--- src/rtl/hazard_scoreboard.sv ---
// Hazard unit for the 5-stage core: M/W forwarding, load-use stall, MDU register
// scoreboard with in-flight limit, data-memory wait FSM with timeout, stall counter.
module hazard_scoreboard #(
    parameter int REG_ADDR_W  = 5,
    parameter int MDU_SLOTS   = 2,
    parameter int MEM_TIMEOUT = 64,
    parameter int PERF_CNT_W  = 32,
    parameter int ZERO_REG    = 1,
    localparam int NUM_REGS   = 2**REG_ADDR_W,
    localparam int OUT_W      = $clog2(MDU_SLOTS + 1),
    localparam int TMR_W      = $clog2(MEM_TIMEOUT)
) (
    input  logic                  clk,
    input  logic                  rst_n,
    input  logic [REG_ADDR_W-1:0] Rs1D,
    input  logic [REG_ADDR_W-1:0] Rs2D,
    input  logic [REG_ADDR_W-1:0] RdD,
    input  logic                  RegWriteD,
    input  logic [REG_ADDR_W-1:0] Rs1E,
    input  logic [REG_ADDR_W-1:0] Rs2E,
    input  logic [REG_ADDR_W-1:0] RdE,
    input  logic                  RegWriteE,
    input  logic                  ResultSrcE_zero,
    input  logic                  MduStartE,
    input  logic                  PCSrcE,
    input  logic [REG_ADDR_W-1:0] RdM,
    input  logic                  RegWriteM,
    input  logic                  DmemReqM,
    input  logic                  DmemReadyM,
    input  logic [REG_ADDR_W-1:0] RdW,
    input  logic                  RegWriteW,
    input  logic                  MduDoneX,
    input  logic [REG_ADDR_W-1:0] MduRdX,
    output logic                  StallF,
    output logic                  StallD,
    output logic                  StallE,
    output logic                  StallM,
    output logic                  FlushD,
    output logic                  FlushE,
    output logic                  FlushM,
    output logic                  FlushW,
    output logic [1:0]            ForwardAE,
    output logic [1:0]            ForwardBE,
    output logic                  MemFault,
    output logic [PERF_CNT_W-1:0] StallCycles,
    output logic [NUM_REGS-1:0]   o_dbg_sb,
    output logic [OUT_W-1:0]      o_dbg_outstanding,
    output logic                  o_dbg_mem_wait
);

    typedef enum logic {MEM_IDLE, MEM_WAIT} mem_state_t;

    localparam logic [TMR_W-1:0] TMR_LAST = TMR_W'(MEM_TIMEOUT - 1);

    mem_state_t            r_mem_state;
    logic [TMR_W-1:0]      r_timer;
    logic                  r_mem_fault;
    logic [NUM_REGS-1:0]   r_sb;
    logic [OUT_W-1:0]      r_outstanding;
    logic [PERF_CNT_W-1:0] r_stall_cnt;

    logic                  w_lw_stall, w_sb_stall, w_mdu_full, w_mem_stall;
    logic                  w_issue, w_clear;
    logic [NUM_REGS-1:0]   w_sb_next;

    // Register 0 is excluded from every hazard check when hardwired.
    function automatic logic nz(input logic [REG_ADDR_W-1:0] a);
        return (ZERO_REG == 0) || (a != '0);
    endfunction

    function automatic logic [1:0] fwd(input logic [REG_ADDR_W-1:0] rs,
                                       input logic [REG_ADDR_W-1:0] rd_m, input logic we_m,
                                       input logic [REG_ADDR_W-1:0] rd_w, input logic we_w);
        if (rs == rd_m && we_m && nz(rs)) return 2'b10;
        if (rs == rd_w && we_w && nz(rs)) return 2'b01;
        return 2'b00;
    endfunction

    assign ForwardAE = fwd(Rs1E, RdM, RegWriteM, RdW, RegWriteW);
    assign ForwardBE = fwd(Rs2E, RdM, RegWriteM, RdW, RegWriteW);

    assign w_lw_stall  = ResultSrcE_zero && RegWriteE && nz(RdE) && (Rs1D == RdE || Rs2D == RdE);
    assign w_sb_stall  = (r_sb[Rs1D] && nz(Rs1D)) || (r_sb[Rs2D] && nz(Rs2D)) ||
                         (RegWriteD && r_sb[RdD] && nz(RdD));
    assign w_mdu_full  = MduStartE && (r_outstanding == OUT_W'(MDU_SLOTS)) && !MduDoneX;
    assign w_mem_stall = DmemReqM && !DmemReadyM &&
                         (r_mem_state == MEM_IDLE || r_timer < TMR_LAST);

    always_comb begin
        StallF = 1'b0;
        StallD = 1'b0;
        StallE = 1'b0;
        StallM = 1'b0;
        FlushD = 1'b0;
        FlushE = 1'b0;
        FlushM = 1'b0;
        FlushW = 1'b0;
        if (w_mem_stall) begin
            StallF = 1'b1;
            StallD = 1'b1;
            StallE = 1'b1;
            StallM = 1'b1;
            FlushW = 1'b1;
        end else if (w_mdu_full) begin
            StallF = 1'b1;
            StallD = 1'b1;
            StallE = 1'b1;
            FlushM = 1'b1;
        end else if (PCSrcE) begin
            FlushD = 1'b1;
            FlushE = 1'b1;
        end else if (w_lw_stall || w_sb_stall) begin
            StallF = 1'b1;
            StallD = 1'b1;
            FlushE = 1'b1;
        end
    end

    // A done for a register that is not pending is stale and must not touch the count.
    assign w_issue = MduStartE && RegWriteE && nz(RdE) && !StallE && !FlushE && !w_mem_stall;
    assign w_clear = MduDoneX && nz(MduRdX) && r_sb[MduRdX];

    always_comb begin
        w_sb_next = r_sb;
        if (w_clear) w_sb_next[MduRdX] = 1'b0;
        if (w_issue) w_sb_next[RdE] = 1'b1;
    end

    always_ff @(posedge clk or negedge rst_n) begin
        if (!rst_n) begin
            r_sb          <= '0;
            r_outstanding <= '0;
        end else begin
            r_sb          <= w_sb_next;
            r_outstanding <= r_outstanding + OUT_W'(w_issue) - OUT_W'(w_clear);
        end
    end

    // Timer counts wait cycles; at TMR_LAST the stall is dropped and a fault pulse follows.
    always_ff @(posedge clk or negedge rst_n) begin
        if (!rst_n) begin
            r_mem_state <= MEM_IDLE;
            r_timer     <= '0;
            r_mem_fault <= 1'b0;
        end else begin
            r_mem_fault <= 1'b0;
            case (r_mem_state)
                MEM_IDLE: begin
                    if (DmemReqM && !DmemReadyM) begin
                        r_mem_state <= MEM_WAIT;
                        r_timer     <= TMR_W'(1);
                    end
                end
                MEM_WAIT: begin
                    if (!DmemReqM || DmemReadyM) begin
                        r_mem_state <= MEM_IDLE;
                        r_timer     <= '0;
                    end else if (r_timer == TMR_LAST) begin
                        r_mem_state <= MEM_IDLE;
                        r_timer     <= '0;
                        r_mem_fault <= 1'b1;
                    end else begin
                        r_timer <= r_timer + TMR_W'(1);
                    end
                end
                default: begin
                    r_mem_state <= MEM_IDLE;
                    r_timer     <= '0;
                end
            endcase
        end
    end

    always_ff @(posedge clk or negedge rst_n) begin
        if (!rst_n) begin
            r_stall_cnt <= '0;
        end else if (StallF && r_stall_cnt != '1) begin
            r_stall_cnt <= r_stall_cnt + PERF_CNT_W'(1);
        end
    end

    assign MemFault          = r_mem_fault;
    assign StallCycles       = r_stall_cnt;
    assign o_dbg_sb          = r_sb;
    assign o_dbg_outstanding = r_outstanding;
    assign o_dbg_mem_wait    = (r_mem_state == MEM_WAIT);

endmodule

--- config.mk ---
export PLATFORM = sky130hd
export DESIGN_NAME = hazard_scoreboard
export DESIGN_NICKNAME = d
export VERILOG_FILES = /design/src/rtl/hazard_scoreboard.sv
export SDC_FILE = /design/constraint.sdc
export NUM_CORES = 1
export LEC_CHECK = 0
export ABC_AREA = 1
export ABC_CLOCK_PERIOD_IN_PS = 3000
export CAP_MARGIN = 40
export CORE_AREA = 2 2 162 164
export DETAILED_ROUTE_END_ITERATION = 8
export DIE_AREA = 0 0 164 166
export DONT_BUFFER_PORTS = 1
export REMOVE_ABC_BUFFERS = 1
export SLEW_MARGIN = 20
export SYNTH_ARGS = -nofsm -noshare
export SYNTH_HDL_FRONTEND = slang
export SYNTH_SLANG_ARGS = --single-unit
--- constraint.sdc ---
create_clock -name clk -period 3 [get_ports clk]
set_input_delay 0.45 -clock clk [delete_from_list [all_inputs] [get_ports clk]]
set_output_delay 0.45 -clock clk [all_outputs]
set_load 0.005 [all_outputs]
==> reports/metrics.csv <==
stage,metric,value,unit
worst_setup_path,cpMostUsedCell,nand2_1,
synth,post_synth_inst_count,981,
sta,grt_setup_unrepaired,false,
synth,dominant_register_cell_in_the_synthesized_netlist,dfrtp_1,
sta,totalNegativeSetupSlack,0,ns
sta,whs,-0.0128,ns
power_and_ir_drop,leakagePower,3.32,nW
worst_setup_path,path_cells,"inv_1, nand2_1, nand3_1, nand2_1, nand2_1, nand2_1, inv_1, nand3_1, nand3_1, nand2_2, nor2_4, o21ai_0",
detailed_routing,dr_total_vias,6355,
sta,fmax,379,MHz
synth,yosysSeqAreaShare,0.296,
sta,timing.final.hold_violations,8,
cts,cts.sinks,74,
detailed_routing,vias_per_cell,4.87,
floorplanning,io_pins,137,
cts,path_clk_slew,0.06,ns
synth,synth_warnings,0,
worst_setup_path,timing.critical_path.required,2.55,ns
worst_setup_path,cp-start-kind,flip-flop,
worst_setup_path,critical_path_max_stage_delay,0.51,ns
synth,asr_flop_ratio_synth,1.00,
synth,netlist_area,6250,µm²
grt,global_route.usage.total,0.162,
cts,cts_buffer_depth,2,
sta,final_max_slew_viol_count,0,
detailed_routing,routed_wl,22500,µm
worst_setup_path,critical_path_class,flip-flop to output pin,
cts,cts_max_level,3,
worst_setup_path,timing.critical_path.depth,12,
detailed_routing,detailedRoute.firstPassIterationCount,5,
power_and_ir_drop,power.density,456,nW/µm²
synth,synth_edf_count,0,
synth,synth.lib_cells_used.distinct,40,
detailed_routing,route.antenna.remaining_nets,0,
run_status,run_status,finished with violations,
grt,globalRoute.totalOverflow,0,
worst_hold_path,hp-class,input pin to asynchronous set/reset pin,
sta,post-route-min-period,2.64,ns
detailed_routing,initialDrtViolationCount,502,
grt,number_of_global_route_vias_before_repair,6187,
worst_setup_path,worstPathBufferInverterCount,2,
floorplanning,floorplan.die.width,164,µm
worst_setup_path,cp_max_fo,4,
worst_setup_path,cp-end-kind,output pin,
grt,first_pass_grt_wire_length,34700,µm
power_and_ir_drop,power.ir.vdd_worst,0.000293,V
cts,cts_inserted_buffers,9,
synth,netlist.area_leader.share,0.296,
cts,clock-root-buffer,clkbuf_16,
floorplanning,core-area,25600,µm²
finish,drive_gt1_frac,0.0577,
worst_setup_path,r2r.worst_path.cells,9,
grt,antenna_violations_before_repair,0,
floorplanning,rows,59,
sta,finalWorstSetupSlack,0.363,ns
synth,synth_seq_cells,74,
worst_setup_path,crit-reg2reg-launch,StallCycles[5]$_DFFE_PN0P_,
grt,maximum_number_of_pins_on_one_net_before_global_route_repair,75,
sta,max_slew.worst_pin.slew,0.769,ns
run_status,violations,negative hold slack,
finish,antenna_cells,0,
floorplanning,chipHeight,166,µm
placed_design,dp_worst_setup_slack,0.573,ns
cts,cts_tree,built,
finish,flow.area_growth_from_synthesis,10.0,%
cts,clk_latency,0.34,ns
detailed_routing,drt_drc_violations_left,0,
worst_setup_path,rrSetupSlack,0.63,ns
cts,cts_setup_buffers,0,
placed_design,port_buffers,0,
floorplanning,die_area,27200,µm²
sta,finalCritPeriodShare,0.879,
sta,setup_viol_count_final,0,
synth,synth_area_per_cell,6.37,µm²
synth,synth_area_leader_cell,dfrtp_1,
sta,timing.clock.skew,0.0120,ns
worst_setup_path,regToRegEndpoint,StallCycles[2]$_DFFE_PN0P_,
placed_design,post-dp-hpwl,17000,µm
sta,slew_headroom,0.487,
worst_setup_path,cp_top_family,simple AND/OR/NAND/NOR gates,
placed_design,gp_congestion,0.955,
worst_setup_path,slowest_stage_cell_on_the_critical_path,dfrtp_1,
worst_setup_path,worst_ep_arrival_time,2.19,ns
detailed_routing,wl_per_cell,17.2,µm
finish,layout.nets,1027,
floorplanning,initial_utilization,0.244,
synth,netlist_top_cells_area,"dfrtp_1, nand2_1, nand3_1",
run,maxCapViolations,0,
==> cell type report <==
class	instances	area, µm²
Inverter	109	409
Clock inverter	6	113
Timing Repair Buffer	14	125
Tap cell	335	419
Multi-Input combinational cell	758	3720
Clock buffer	10	239
Fill cell	2826	18700
Sequential cell	74	1850
==> cell usage after synthesis (2+ instances only) <==
library cell / instances
a21oi_1: 5
buf_2: 13
buf_4: 7
buf_6: 10
clkbuf_1: 8
clkbuf_4: 2
dfrtp_1: 74
ha_1: 4
inv_1: 101
inv_2: 7
nand2_1: 331
nand2_2: 4
nand3_1: 115
nand3_4: 2
nand4_1: 39
nor2_1: 71
nor2_2: 4
nor3_1: 31
nor4_1: 10
o211ai_1: 7
o21ai_0: 41
o21ai_1: 14
o22ai_1: 11
xnor2_1: 16
xor2_1: 39
==> worst register-to-register path, delay by kind of cell (launching register included) <==
| family | cells | cell delay [ns] |
|---|---|---|
| simple gates | 8 | 1.72 |
| flops | 1 | 0.47 |
| buf+inv | 1 | 0.11 |
==> worst max path at each step <==
stage | from | slack, ns | endpoint
6_report | o_dbg_sb[23]$_DFF_PN0_ | 0.36 | StallF
5_1_grt | r_timer[0]$_DFFE_PN0P_ | 0.10 | FlushD
4_1_cts | r_timer[0]$_DFFE_PN0P_ | 0.27 | FlushD
3_5_place_dp | MduRdX[1] | 0.57 | o_dbg_outstanding[0]$_DFF_PN0_
3_3_place_gp | MduRdX[1] | 0.60 | o_dbg_outstanding[0]$_DFF_PN0_
2_1_floorplan | r_timer[0]$_DFFE_PN0P_ | -0.1 | o_dbg_outstanding[1]$_DFF_PN0_
==> power breakdown <==
group          total (mW)  internal, mW  switching (mW)
Combinational       0.605         0.199           0.406
Clock                1.29         0.839           0.451
Sequential           1.24          1.08           0.161
==> what timing repair did <==
item,CTS,global route
resized for setup,0,1
hold buffers,1,0
hold endpoints to repair,74,0
endpoints found under the setup margin,0,1
==> kinds of logic (layout without fill, tap and decap cells) <==
kind of cell               Yosys count  after routing  synth area share
and+or+nand+nor                    616            616             0.435
buffers and inverters              149            139             0.110
DFF                                 74             74             0.296
xor gates and xnor gates            55             55            0.0771
AOI/OAI and AO/OA                   83             83            0.0739
adders and majority gates            4              4           0.00801
==> metrics by stage <==
step / util / area, µm² / power (mW) / instances
3_5_place_dp: 0.253 / 6490 / 1.84 / 1289
4_1_cts: 0.268 / 6870 / 3.16 / 1306
6_report: 0.268 / 6870 / 3.13 / 1306
2_1_floorplan: - / 5970 / 1.61 / 941
5_1_grt: 0.268 / 6870 / 3.29 / 1306
3_3_place_gp: 0.253 / 6490 / 1.83 / 1289
==> cell usage in the layout (no fill, tap or decap), drive strengths merged <==
cell type / synthesis / final
nand4: 40 / 40
nor2: 76 / 76
a2111oi: 1 / 1
o221ai: 1 / 1
nor3: 33 / 33
a211oi: 1 / 1
o211ai: 7 / 7
bufinv: 0 / 3
clkinv: 1 / 3
nor4: 10 / 10
a31oi: 1 / 1
inv: 108 / 109
or2: 2 / 2
buf: 30 / 14
ha: 4 / 4
dfrtp: 74 / 74
nand3: 117 / 117
nor3b: 1 / 1
xor2: 39 / 39
o22ai: 11 / 11
clkbuf: 10 / 10
and3: 1 / 1
nand2: 336 / 336
o21ai: 56 / 56
xnor2: 16 / 16
a21oi: 5 / 5
==> sequential cells by signal (all words and copies together) (netlist names) <==
register / count
StallCycles: 32
o_dbg_sb: 32
r_timer: 6
o_dbg_outstanding: 2
MemFault: 1
o_dbg_mem_wait: 1
==> layer usage <==
| layer | vias up | wire length (µm) | part of all wire | track usage |
|---|---|---|---|---|
| met1 | 2883 | 8620 | 0.38 | 0.189 |
| met2 | 270 | 10800 | 0.48 | 0.277 |
| met3 | 40 | 2650 | 0.12 | 0.0647 |
| met5 | - | 0 | 0 | 0 |
| met4 | 0 | 482 | 0.021 | 0.0408 |
| li1 | 3162 | - | - | - |
(Power assumes the default switching activity.)
